### src/rtl/weight_stream_ctrl.sv
`default_nettype none
// ----------------------------------------------------------------------------
// weight_stream_ctrl: replays a coefficient ROM NUM_PASSES times into an
// ap_fifo port, using a 2-entry skid buffer to absorb the 1-cycle ROM latency.
// Revision 1.0
// ----------------------------------------------------------------------------
module weight_stream_ctrl #(
  parameter int MEM_SIZE   = 288,
  parameter int DATA_WIDTH = 16,
  parameter int ADDR_WIDTH = (MEM_SIZE > 1) ? $clog2(MEM_SIZE) : 1,
  parameter int NUM_PASSES = 4
) (
  input  logic                  ap_clk,
  input  logic                  ap_rst_n,
  input  logic                  ap_start,
  output logic                  ap_idle,
  output logic                  ap_ready,
  output logic                  ap_done,
  output logic [ADDR_WIDTH-1:0] weight_address,
  output logic                  weight_ce,
  input  logic [DATA_WIDTH-1:0] weight_q,
  output logic [DATA_WIDTH-1:0] output_V_din,
  input  logic                  output_V_full_n,
  output logic                  output_V_write
);

  localparam int                    PASS_W    = (NUM_PASSES > 1) ? $clog2(NUM_PASSES) : 1;
  localparam logic [ADDR_WIDTH-1:0] LAST_ADDR = ADDR_WIDTH'(MEM_SIZE - 1);
  localparam logic [PASS_W-1:0]     LAST_PASS = PASS_W'(NUM_PASSES - 1);

  typedef enum logic [1:0] {
    S_IDLE  = 2'd0,
    S_RUN   = 2'd1,
    S_DRAIN = 2'd2,
    S_DONE  = 2'd3
  } state_t;

  state_t                state_q, state_d;
  logic [ADDR_WIDTH-1:0] addr_q, addr_d;
  logic [PASS_W-1:0]     pass_q, pass_d;
  logic                  inflight_q;
  logic [DATA_WIDTH-1:0] buf_q [2];
  logic                  rd_ptr_q, wr_ptr_q;
  logic [1:0]            count_q, count_d;
  logic                  push, pop, ce;
  logic [2:0]            credit_used;

  assign push        = inflight_q;
  assign pop         = (count_q != 2'd0) & output_V_full_n;
  assign credit_used = {1'b0, count_q} + {2'b00, inflight_q};
  assign count_d     = count_q + {1'b0, push} - {1'b0, pop};

  always_comb begin
    state_d = state_q;
    addr_d  = addr_q;
    pass_d  = pass_q;
    ce      = 1'b0;
    case (state_q)
      S_IDLE: begin
        addr_d = '0;
        pass_d = '0;
        if (ap_start) state_d = S_RUN;
      end
      S_RUN: begin
        // A slot freed by this cycle's pop can be reused by this cycle's read.
        ce = (credit_used <= (3'd1 + {2'b00, pop}));
        if (ce) begin
          if (addr_q == LAST_ADDR) begin
            addr_d = '0;
            pass_d = pass_q + PASS_W'(1);
            if (pass_q == LAST_PASS) state_d = S_DRAIN;
          end else begin
            addr_d = addr_q + ADDR_WIDTH'(1);
          end
        end
      end
      S_DRAIN: begin
        if (!inflight_q && (count_q == 2'd0)) state_d = S_DONE;
      end
      S_DONE:  state_d = S_IDLE;
      default: state_d = S_IDLE;
    endcase
  end

  always_ff @(posedge ap_clk or negedge ap_rst_n) begin
    if (!ap_rst_n) begin
      state_q    <= S_IDLE;
      addr_q     <= '0;
      pass_q     <= '0;
      inflight_q <= 1'b0;
      count_q    <= 2'd0;
      rd_ptr_q   <= 1'b0;
      wr_ptr_q   <= 1'b0;
      buf_q[0]   <= '0;
      buf_q[1]   <= '0;
    end else begin
      state_q    <= state_d;
      addr_q     <= addr_d;
      pass_q     <= pass_d;
      inflight_q <= ce;
      count_q    <= count_d;
      if (push) begin
        buf_q[wr_ptr_q] <= weight_q;
        wr_ptr_q        <= ~wr_ptr_q;
      end
      if (pop) rd_ptr_q <= ~rd_ptr_q;
    end
  end

  assign ap_idle        = (state_q == S_IDLE);
  assign ap_done        = (state_q == S_DONE);
  assign ap_ready       = (state_q == S_DONE);
  assign weight_ce      = ce;
  assign weight_address = addr_q;
  assign output_V_write = (count_q != 2'd0);
  assign output_V_din   = buf_q[rd_ptr_q];

endmodule
`default_nettype wire

### config.mk
export PLATFORM = sky130hd
export DESIGN_NAME = weight_stream_ctrl
export DESIGN_NICKNAME = d
export VERILOG_FILES = /design/src/rtl/weight_stream_ctrl.sv
export SDC_FILE = /design/constraint.sdc
export NUM_CORES = 1
export LEC_CHECK = 0
export ABC_AREA = 0
export BUFFER_PORTS_ARGS = -buffer_cell sky130_fd_sc_hd__buf_2
export CORE_UTILIZATION = 57
export DETAILED_ROUTE_END_ITERATION = 16
export PLACE_DENSITY_LB_ADDON = 0.12
export SLEW_MARGIN = 20
export SYNTH_ARGS = -nofsm -noshare
export SYNTH_HDL_FRONTEND = slang
export SYNTH_SLANG_ARGS = --single-unit
### constraint.sdc
create_clock -name ap_clk -period 7.9 [get_ports ap_clk]
set_input_delay 0.79 -clock ap_clk [delete_from_list [all_inputs] [get_ports ap_clk]]
set_output_delay 0.79 -clock ap_clk [all_outputs]
set_load 0.02 [all_outputs]
Word-level counts from Yosys, hierarchy flattened:

Cells that the tools add are included.

* bits in latches: 0
* logic and storage cells: 63
* register bits: 50
* ROM bits: 0
* input port bits: 20
* memory bits (writable): 0
* memories: 0

* shifts and indexed selects: 0
* add/sub/neg operators: 6
* multiply operators: 0
* divide/modulo/power cells: 0
* magnitude comparators: 4
* bitwise gates (word level): 5
* equal/unequal tests: 10
* muxes and demuxes: 19
* reductions and logical operators: 10

Operator list (number)
* two-way mux 16 bit: 4
* bitwise mux 32 bit: 1
* two-way mux 9 bit: 2
* case mux 9 bit (2 select lines): 1
* demux 16 bit (select 1 bit): 1
* two-way mux 2 bit: 7
* != test 2 bit (second input constant): 5
* adder 9 x 1 -> 9 bit (second input constant): 1
* equality test 9 bit (second input constant): 1
* case mux 2 bit (4 select lines): 1
* equality test 2 bit (second input constant): 3
* AND reduction 5 bit: 1
* >= comparator 2 bit (second input constant): 2
* zero test 2 bit: 2
* inverter 1 -> 2 bit: 2
* case mux 2 bit (2 select lines): 1
* nonzero test 2 bit: 2
* adder 2 x 1 -> 3 bit: 1
* <= comparator 3 x 2 -> 1 bit: 1
* AND reduction 3 bit: 1
* adder 1 x 1 -> 2 bit (first input constant): 1
* adder 2 x 1 -> 2 bit: 1
* adder 2 x 1 -> 2 bit (second input constant): 1
* equality test 2 x 1 -> 1 bit (second input constant): 1
* other kinds (8): 10

Longest topological paths before layout:

Gate-level depths: netlist (run 1).

* word-level depth: 6
* mapped depth: 8
* mapped depth without buffers: 8

Worst setup path before layout (run 1):

No wires, ideal clock.

* path kind: reg-to-output
* start point: reg count_q[1]
* end point: out weight_ce
* slack: 4.768 ns
* stages on the path, launching flop included: 8
* arrival time: 2.342 ns
* required time: 7.110 ns
* cells stage by stage: dfrtp_1 or2_2 nand2_1 inv_1 fa_1 o31a_1 o21ai_1 inv_1

* cells in the longest elaborated chain, start to end: 5
* elaborated cells on any way between the ends: 6

Ends and longest elaborated chain
* from (decl): RTL line 44 `logic [1:0] count_q, count_d;`
* from (signal assigned): RTL line 101 `count_q <= count_d;`
* nonzero test 2 bit
* named net output_V_write: RTL line 24 `output logic output_V_write`
* AND 1 bit: RTL line 49 `assign pop = (count_q != 2'd0) & output_V_full_n;`
* named net pop: RTL line 45 `logic push, pop, ce;`
* adder 1 x 1 -> 2 bit: RTL line 66 `ce = (credit_used <= (3'd1 + {2'b00, pop}));`
* <= comparator 3 x 2 -> 1 bit: RTL line 66
* two-way mux 1 bit: RTL line 58 `case (state_q)`
* to (decl): RTL line 20 `output logic weight_ce,`

The timed path passes the listed nets, and every way through them passes these cells.

Final worst setup path (run 1):

* start point: reg count_q[1]
* end point: out weight_ce

* cells in the longest elaborated chain, start to end: 5
* elaborated cells on any way between the ends: 6

Ends and longest elaborated chain (RTL line)
* nonzero test 2 bit: 49
* AND 1 bit: 49
* named net pop: 45
* adder 1 x 1 -> 2 bit: 66
* <= comparator 3 x 2 -> 1 bit: 66
* two-way mux 1 bit: 58

The timed path passes the listed nets, and every way through them passes these cells.

==> impl_results.md, run 1 <==
* WL/cell at 15.3 um
* Layout Skew at 0.00327 ns
* First-pass GRT wire length at 7140 um
* Post-synthesis mux area share at 0.243
* Crit path max fanout at 8
* Root buf cell: clkbuf_8
* TritonCTS buffer count at 5
* Post-synthesis sequential area ratio at 0.511
* Xor-xnor portion of the synthesized cell area at 0.0143
* Total track usage at 0.214
* Num Clock Sinks at 50
* Final net count at 271
* Max Slew Vio Count at 0
* Hold Path Class: in2async
* Post-synthesis compound-gate area fraction at 0.0735
* Layout area overhead at 17.5%
* CP arrival at 2.89 ns
* Largest net degree at the start of global routing at 51
* DRT iter0 DRCs at 83
* Final Util at 0.709
* Mapped Cells at 190
* Sum Neg Setup Slack at 0 ns
* Fillers at 301
* Cell Area, Placed at 0.00273 mm^2
* Slew HR at 0.506
* Max cap viols at 0
* CTS tree: yes
* Die H at 67.6 um
* WS Path Type: reg2out
* Routability congestion estimate from global placement at 0.856
* Post-synth EDFFs at 0
* Largest stage delay on the critical path at 0.50 ns
* Slowest CP cell: fa_1
* Detail Route Antenna Nets at 0
* Htree depth at 2
* Final critical-path share of the clock period at 0.466
* Final hold vios at 0
* Worst-Skew Late Latency at 0.30 ns
* Routed vias at 1624
* Grt ovf at 0
* Hold Buf Count CTS at 0
* RSZ-0062 raised after global routing: no
* Synth Area in Adders at 0.0592
* Synth Cell Area at 0.00245 mm^2
* Largest family of logic cells by synthesized area: multiplexers
* Worst setup EP type: output port
* Fmax at 271 MHz
* CP Data Required Time at 7.11 ns
* DRT Pass-1 Iters at 4
* CTS resizes at 0
* Synth Area in Simple Gates at 0.0689
* Detailed Route WL at 4470 um
* Peak supply drop at 0.281 mV
* Power per cell area at 464 mW/mm^2
* Outcome: finished, final reports clean
* Die Area at 0.00456 mm^2
* Starting Density at 0.604
* Number of setup violations in the final report at 0
* Post-synth cell types at 37
* Row Count at 23
* Reg clk slew, reported paths at 0.09 ns
* Layout cells sized above 1 at 0.465
* Die Wd at 67.6 um
* Via density at 5.58
* HPWL after detailed placement at 3180 um
* Mapped Nets at 221
* CTS Buffer Depth at 2
* Multi-input logic area at 0.00112 mm^2
* Initial antenna violation count at 0
* PortBufs at 49
* Final min period at 3.68 ns
* Vias in the first global route at 1561
* Ys Warns at 0
* CP dominant cell by count: inv_1
* Design area at 0.00288 mm^2
* Mean area per synthesized cell at 12.9 um^2
* Core area at 0.00406 mm^2
* Top_reg_cell synth: dfrtp_1
* Setup Fix Bufs, Post-CTS at 0
* Startpoint Class: register
* Io pins at 50
* P_leak at 1.37 nW
* Synthesis-stage register bit count at 50
* Async SR Flop Fraction at 1.00
* Register area at 0.00125 mm^2
* Critical Path, Cell by Cell: or2_2 > nand2_1 > inv_1 > fa_1 > o31a_1 > o21ai_1 > inv_1 > buf_2
* Drc violations at 0
* Ant diodes at 0
* Least-Margin Pin Slew at 0.741 ns
[final cells by class]
cell class | instances | area share
Sequential cell | 50 | 0.435
Multi-Input combinational cell | 122 | 0.391
Timing Repair Buffer | 50 | 0.0887
Clock buffer | 6 | 0.0287
Tap cell | 50 | 0.0217
Clock inverter | 2 | 0.0209
Inverter | 11 | 0.0143
[synth_stat cells (2+ instances only)]
master	n	area share
a21o_1	2	0.0061
a21oi_1	6	0.012
buf_2	2	0.0041
clkbuf_1	3	0.0046
dfrtp_1	50	0.51
ha_1	10	0.051
inv_1	11	0.017
mux2_2	48	0.22
mux2i_1	4	0.016
nand2_1	8	0.012
nand3_1	6	0.012
nor2_1	3	0.0046
o2111ai_1	2	0.0072
o21ai_0	4	0.0082
o31ai_1	4	0.012
or2_2	2	0.0051
or3_1	2	0.0051
or4_1	2	0.0061
xnor2_1	2	0.0072
xor2_1	2	0.0072
[worst max-delay path, delay by kind of cell, from the launching register on]
family | cells | cell delay (ns)
AOI/OAI and AO/OA | 2 | 0.81
adders and majority gates | 1 | 0.50
DFF | 1 | 0.42
buffers and inverters | 3 | 0.38
and+or+nand+nor | 2 | 0.48
[logic make-up (layout without fill, tap and decap cells)]
| group | Yosys count | after routing |
|---|---|---|
| compound gates | 26 | 26 |
| xor+xnor | 4 | 4 |
| fa+ha+maj | 11 | 11 |
| buf+inv | 18 | 69 |
| flops | 50 | 50 |
| mux | 53 | 53 |
| simple gates | 28 | 28 |
[sequential cells by signal, indices dropped and copies added (netlist names)]
| name | count |
|---|---|
| state_q | 2 |
| buf_q | 32 |
| pass_q | 2 |
| wr_ptr_q | 1 |
| weight_address | 9 |
| inflight_q | 1 |
| count_q | 2 |
| rd_ptr_q | 1 |
[per-stage QoR]
| step | std cells | total power (W) | setup WS (ns) | hold slack, ns |
|---|---|---|---|---|
| final | 291 | 0.00134 | 4.22 | 0.486 |
| after detailed placement | 283 | 0.00113 | 4.43 | 0.480 |
| after floorplan | 190 | 0.000945 | 4.77 | 0.457 |
| after global routing | 291 | 0.00142 | 4.05 | 0.518 |
| after CTS | 291 | 0.00135 | 4.23 | 0.492 |
| after global placement | 283 | 0.00109 | 4.48 | 0.468 |
[final timing paths]
check,start,to,slack [ns],cells past startpoint
max in group asynchronous,ap_rst_n,buf_q[6],7.00,1
max reg2reg,count_q[1],weight_address[6],5.11,8
min reg2reg,pass_q[0],pass_q[0],0.49,1
min in group ap_clk,pass_q[0],pass_q[0],0.49,1
min,ap_rst_n,buf_q[13],0.49,1
max,count_q[1],weight_ce,4.22,8
[power breakdown]
part	internal, W	total (W)	switching (W)
registers	0.000373	0.000467	0.0000937
clock network	0.000135	0.000218	0.0000827
logic	0.000302	0.000651	0.000348
[cells in the final DEF (no fill, tap or decap), drive strengths merged]
cell type,count
inv,11
nor2,3
a221o,1
nand4,1
nand2,8
dfrtp,50
or2,2
xnor2,2
or3,2
a211oi,1
o21a,1
clkbuf,6
nor3b,1
or4,2
mux2,49
nand3,6
o211ai,1
ha,10
nor2b,1
and4,1
o31ai,5
a21o,2
o21ai,5
o2111ai,2
o311ai,1
nor4b,1
fa,1
buf,50
xor2,2
bufinv,2
a21oi,6
mux2i,4
o31a,1
[metal layers]
layer | share of wire | wire (um) | track usage
met1 | 0.42 | 1890 | 0.249
met2 | 0.52 | 2330 | 0.374
met3 | 0.043 | 191 | 0.0524
met4 | 0.014 | 61 | 0.0878
met5 | 0 | 0 | 0
(Power assumes the default switching activity.)
==> run 2, diff against run 1 <==
--- a/config.mk
+++ b/config.mk
@@ -7,7 +7,7 @@
 export LEC_CHECK = 0
 export ABC_AREA = 0
 export BUFFER_PORTS_ARGS = -buffer_cell sky130_fd_sc_hd__buf_2
-export CORE_UTILIZATION = 57
+export CORE_UTILIZATION = 54
 export DETAILED_ROUTE_END_ITERATION = 16
 export PLACE_DENSITY_LB_ADDON = 0.12
 export SLEW_MARGIN = 20
==> constraint.sdc (replaced) <==
create_clock -name ap_clk -period 3.5 [get_ports ap_clk]
set_input_delay 0.35 -clock ap_clk [delete_from_list [all_inputs] [get_ports ap_clk]]
set_output_delay 0.35 -clock ap_clk [all_outputs]
set_load 0.02 [all_outputs]
==> run 2 against run 1 <==
Net effect:
- clock skew is 0.0053 ns higher
- hold slack worse by 0.43 ns
- first-iteration DRC count is 57% lower
- combinational power is 130% higher
- final cell count is 0.69% higher
- core utilization is 5.5 points lower
- global-route usage is 0.46 points lower
- register-to-register slack worse by 4.4 ns
- routed wire length is 3.1% higher
- critical path type unchanged
==> impl_results.md, run 2 (synthesis results as in run 1) <==
* Row Count at 24
* Cell Area, Placed at 0.00274 mm^2
* Delay-heaviest family, CP: compound AO/OA/AOI/OAI gates
* P_leak at 1.35 nW
* Clock power share at 0.136
* Layout area overhead at 16.2%
* Largest stage delay on the critical path at 0.50 ns
* HPWL after detailed placement at 3260 um
* Detail Route Antenna Nets at 0
* Final min period at 3.24 ns
* Max Slew Vio Count at 0
* Die Area at 0.00481 mm^2
* Initial antenna violation count at 0
* Largest net degree at the start of global routing at 51
* Via density at 5.72
* Worst setup EP type: output port
* Seq pwr share at 0.360
* Hold Buf Count CTS at 0
* Root buf cell: clkbuf_8
* Reg clk slew, reported paths at 0.09 ns
* Routed vias at 1677
* Worst Setup Slack, final at 0.257 ns
* CP dominant cell by count: inv_1
* CTS Buffer Depth at 2
* Final critical-path share of the clock period at 0.927
* Slowest CP cell: fa_1
* RSZ-0062 raised after global routing: no
* Crit path max fanout at 8
* Io pins at 50
* PortBufs at 49
* Max reg flops at 32
* Most common cell after layout, fill and taps aside: dfrtp_1
* Hold Path Class: in2async
* Sum Neg Setup Slack at 0 ns
* WL/cell at 15.7 um
* Top reg by flops: buf_q
* Crit path buf inv count at 3
* Switching pwr at 0.00119 W
* Detailed Route WL at 4610 um
* Grt ovf at 0
* Starting Density at 0.563
* Num Clock Sinks at 50
* Multi-input logic area at 0.00112 mm^2
* Drc violations at 0
* Worst R2R Setup Slack at 0.69 ns
* Setup Fix Bufs, Post-CTS at 0
* Slew HR at 0.478
* Peak supply drop at 0.459 mV
* First-pass GRT wire length at 7900 um
* CTS resizes at 0
* Max cap viols at 0
* Die H at 69.4 um
* Ant diodes at 0
* Fillers at 332
* Vias in the first global route at 1693
* Outcome: finished, final reports clean
* Fmax at 308 MHz
* Post-place setup slack at 0.595 ns
* WS Path Type: reg2out
* Startpoint Class: register
* Core area at 0.00435 mm^2
* Routability congestion estimate from global placement at 0.846
* Internal power at 0.00174 W
* DRT Pass-1 Iters at 4
* Power per cell area at 1030 mW/mm^2
* Total track usage at 0.210
* Worst R2R Start: count_q[1]
* Least-Margin Pin Slew at 0.783 ns
* Origin of the worst setup path: count_q[1]
* Htree depth at 2
* Critical Path, Cell by Cell: or2_2 > nand2_1 > inv_1 > fa_1 > o31a_1 > o21ai_1 > inv_1 > buf_2
* Logic pwr share at 0.503
* Register area at 0.00125 mm^2
* Worst-Skew Late Latency at 0.30 ns
* TritonCTS buffer count at 5
* Final hold vios at 0
* Final net count at 271
* Reg2reg path depth at 8
* CTS tree: yes
* Die Wd at 69.4 um
* Most frequent cells in the layout: dfrtp_1 (50), mux2_2 (48), buf_2 (48), inv_1 (11), ha_1 (10)
* Sw Ratio at 0.406
* CP arrival at 2.89 ns
* Design area at 0.00285 mm^2
* Number of setup violations in the final report at 0
* DRT iter0 DRCs at 36
* Layout cells sized above 1 at 0.461
* Layout Skew at 0.00860 ns
* CP Data Required Time at 3.15 ns
* R2R Path End: weight_address[7]
[run 2: stage by stage]
stage / hold slack (ns) / util / power (W) / cells
floorplan: 0.0544 / - / 0.00213 / 190
CTS: 0.276 / 0.653 / 0.00296 / 293
finish: 0.0577 / 0.654 / 0.00293 / 293
global placement: 0.476 / 0.628 / 0.00247 / 285
detailed placement: 0.481 / 0.628 / 0.00255 / 285
global route: 0.0936 / 0.654 / 0.00314 / 293
[run 2: layout make-up]
type,instances,share of cell area
clock buffers,6,0.0255
clock inverters,2,0.0132
inverters,11,0.0145
multi-input cells,122,0.395
flip-flops and latches,50,0.439
well taps,52,0.0228
repair buffers,50,0.0896
[run 2: how the worst max path moves through the flow]
stage                endpoint  slack, ns  cells after the start
CTS                 weight_ce       0.24                      8
detailed placement  weight_ce       0.60                      8
finish              weight_ce       0.26                      8
floorplan           weight_ce       0.81                      7
global route        weight_ce       0.07                      8
global placement    weight_ce       0.71                      8
[run 2: power groups by stage]
stage / sequential [W] / clock [W] / combinational, W
floorplan: 0.00102 / 0 / 0.00111
global placement: 0.00104 / 0 / 0.00143
detailed placement: 0.00107 / 0 / 0.00149
CTS: 0.00106 / 0.000414 / 0.00149
global route: 0.00110 / 0.000435 / 0.00161
finish: 0.00106 / 0.000400 / 0.00147
[run 2: per-layer routing]
| metal | share of wire | GRT usage |
|---|---|---|
| met1 | 0.42 | 0.250 |
| met3 | 0.048 | 0.0581 |
| met2 | 0.51 | 0.362 |
| met5 | 0 | 0 |
| met4 | 0.018 | 0.0748 |
==> run 3, diff against run 2 <==
--- a/config.mk
+++ b/config.mk
@@ -7,7 +7,7 @@
 export LEC_CHECK = 0
 export ABC_AREA = 0
 export BUFFER_PORTS_ARGS = -buffer_cell sky130_fd_sc_hd__buf_2
-export CORE_UTILIZATION = 54
+export CORE_UTILIZATION = 57
 export DETAILED_ROUTE_END_ITERATION = 16
 export PLACE_DENSITY_LB_ADDON = 0.12
 export SLEW_MARGIN = 20
==> constraint.sdc (replaced) <==
create_clock -name ap_clk -period 3.85 [get_ports ap_clk]
set_input_delay 0.385 -clock ap_clk [delete_from_list [all_inputs] [get_ports ap_clk]]
set_output_delay 0.385 -clock ap_clk [all_outputs]
set_load 0.02 [all_outputs]
==> run 3 against run 2 <==
Net effect:
- sequential share of layout area is 0.27 points higher
- setup slack better by 0.30 ns
- clock power is 23% lower
- via count is 2.3% lower
- highest routed layer unchanged
==> impl_results.md, run 3 (synthesis results as in run 1) <==
* CP dominant cell by count: inv_1
* Critical Path, Cell by Cell: or2_2 > nand2_1 > inv_1 > fa_1 > o31a_1 > o21ai_1 > inv_1 > buf_2
* Die Wd at 67.6 um
* Final min period at 3.30 ns
* Sum Neg Setup Slack at 0 ns
* Top reg by flops: buf_q
* Number of setup violations in the final report at 0
* Slew HR at 0.505
* Startpoint Class: register
* Outcome: finished, final reports clean
* Slowest CP cell: fa_1
* CP Data Required Time at 3.46 ns
* Vias in the first global route at 1584
* Largest stage delay on the critical path at 0.49 ns
* PortBufs at 49
* Die H at 67.6 um
* Least-Margin Pin Slew at 0.742 ns
* Final Util at 0.698
* Routability congestion estimate from global placement at 0.831
* DRT iter0 DRCs at 38
* CTS Buffer Depth at 2
* Worst-Skew Late Latency at 0.30 ns
* Final critical-path share of the clock period at 0.856
* Most frequent cells in the layout: dfrtp_1 (50), mux2_2 (48), buf_2 (48), inv_1 (11), ha_1 (10)
* Fmax at 303 MHz
* Via density at 5.63
* Reg clk slew, reported paths at 0.09 ns
* Io pins at 50
* Max reg flops at 32
* Grt ovf at 0
* Root buf cell: clkbuf_8
* Hold Buf Count CTS at 0
* Layout area overhead at 15.5%
* Worst Setup Slack, final at 0.553 ns
* Num Clock Sinks at 50
* P_leak at 1.35 nW
* Power per cell area at 922 mW/mm^2
* TritonCTS buffer count at 5
* Detail Route Antenna Nets at 0
* Max cap viols at 0
* Largest net degree at the start of global routing at 51
* Starting Density at 0.604
* CTS tree: yes
* Row Count at 23
* Initial antenna violation count at 0
* Max Slew Vio Count at 0
* Die Area at 0.00456 mm^2
* Hold Path Class: in2async
* First-pass GRT wire length at 7160 um
* CTS resizes at 0
* Final cell count without fillers at 291
* Design area at 0.00283 mm^2
* Cell count after placement at 283
* Final hold vios at 0
* WS Path Type: reg2out
* Core area at 0.00406 mm^2
* Fillers at 290
* Ant diodes at 0
* Total track usage at 0.216
* Post-place setup slack at 0.878 ns
* Final net count at 271
* CP arrival at 2.91 ns
* DRT Pass-1 Iters at 4
* HPWL after detailed placement at 3260 um
* Routed vias at 1638
* Drc violations at 0
* Cell Area, Placed at 0.00273 mm^2
* Worst setup EP type: output port
* Layout cells sized above 1 at 0.465
* Crit path max fanout at 8
* Most common cell after layout, fill and taps aside: dfrtp_1
* Htree depth at 2
* Peak supply drop at 0.771 mV
* Layout Skew at 0.00432 ns
* Setup Fix Bufs, Post-CTS at 0
* WL/cell at 15.6 um
* RSZ-0062 raised after global routing: no
* Detailed Route WL at 4540 um
[run 3: cell count changes in the layout (fill, tap and decap cells not counted)]
| cell | delta |
|---|---|
| clkbuf_1 | -1 |
| bufinv_16 | -1 |
| clkinv_2 | +1 |
| clkbuf_8 | +1 |
[run 3: stage by stage]
stage	hold slack (ns)	total power [W]
after floorplan	0.0894	0.00194
after global placement	0.469	0.00224
after detailed placement	0.489	0.00232
after CTS	0.307	0.00264
after global routing	0.138	0.00278
final	0.0820	0.00261
[run 3: cell type report]
class | instances | area (um^2) | area share
flip-flops and latches | 50 | 1250 | 0.442
well taps | 50 | 62.6 | 0.0221
repair buffers | 50 | 255 | 0.0902
clock inverters | 2 | 12.5 | 0.00442
multi-input cells | 122 | 1120 | 0.397
inverters | 11 | 41.3 | 0.0146
clock buffers | 6 | 82.6 | 0.0292
[run 3: worst max-delay path: cells and delay by family, from the launching register on]
family / cells / cell delay [ns]
AOI/OAI and AO/OA: 2 / 0.86
adders and majority gates: 1 / 0.49
buffers and inverters: 3 / 0.37
DFF: 1 / 0.42
and+or+nand+nor: 2 / 0.46
[run 3: path summary, 6_finish.rpt]
path	startpoint	endpoint	slack, ns	cells past startpoint
setup / recovery	count_q[1]	weight_ce	0.55	8
hold reg to reg	wr_ptr_q	wr_ptr_q	0.50	1
setup reg to reg	count_q[1]	weight_address[6]	1.07	8
hold / removal	ap_rst_n	buf_q[29]	0.08	1
max in group asynchronous	ap_rst_n	state_q[0]	3.35	1
min in group ap_clk	weight_q[5]	buf_q[21]	0.33	2
[run 3: where the power goes]
part,switching (W),internal (W)
combinational,0.000717,0.000621
clock,0.000165,0.000144
sequential,0.000195,0.000766
total,0.00108,0.00153
[run 3: layer usage]
metal	wire length, um	up-vias	part of all wire	GRT usage
met5	0	-	0	0
met4	53	0	0.012	0.0718
met3	213	6	0.047	0.0541
met2	2380	47	0.52	0.381
met1	1890	803	0.42	0.254
li1	-	782	-	-
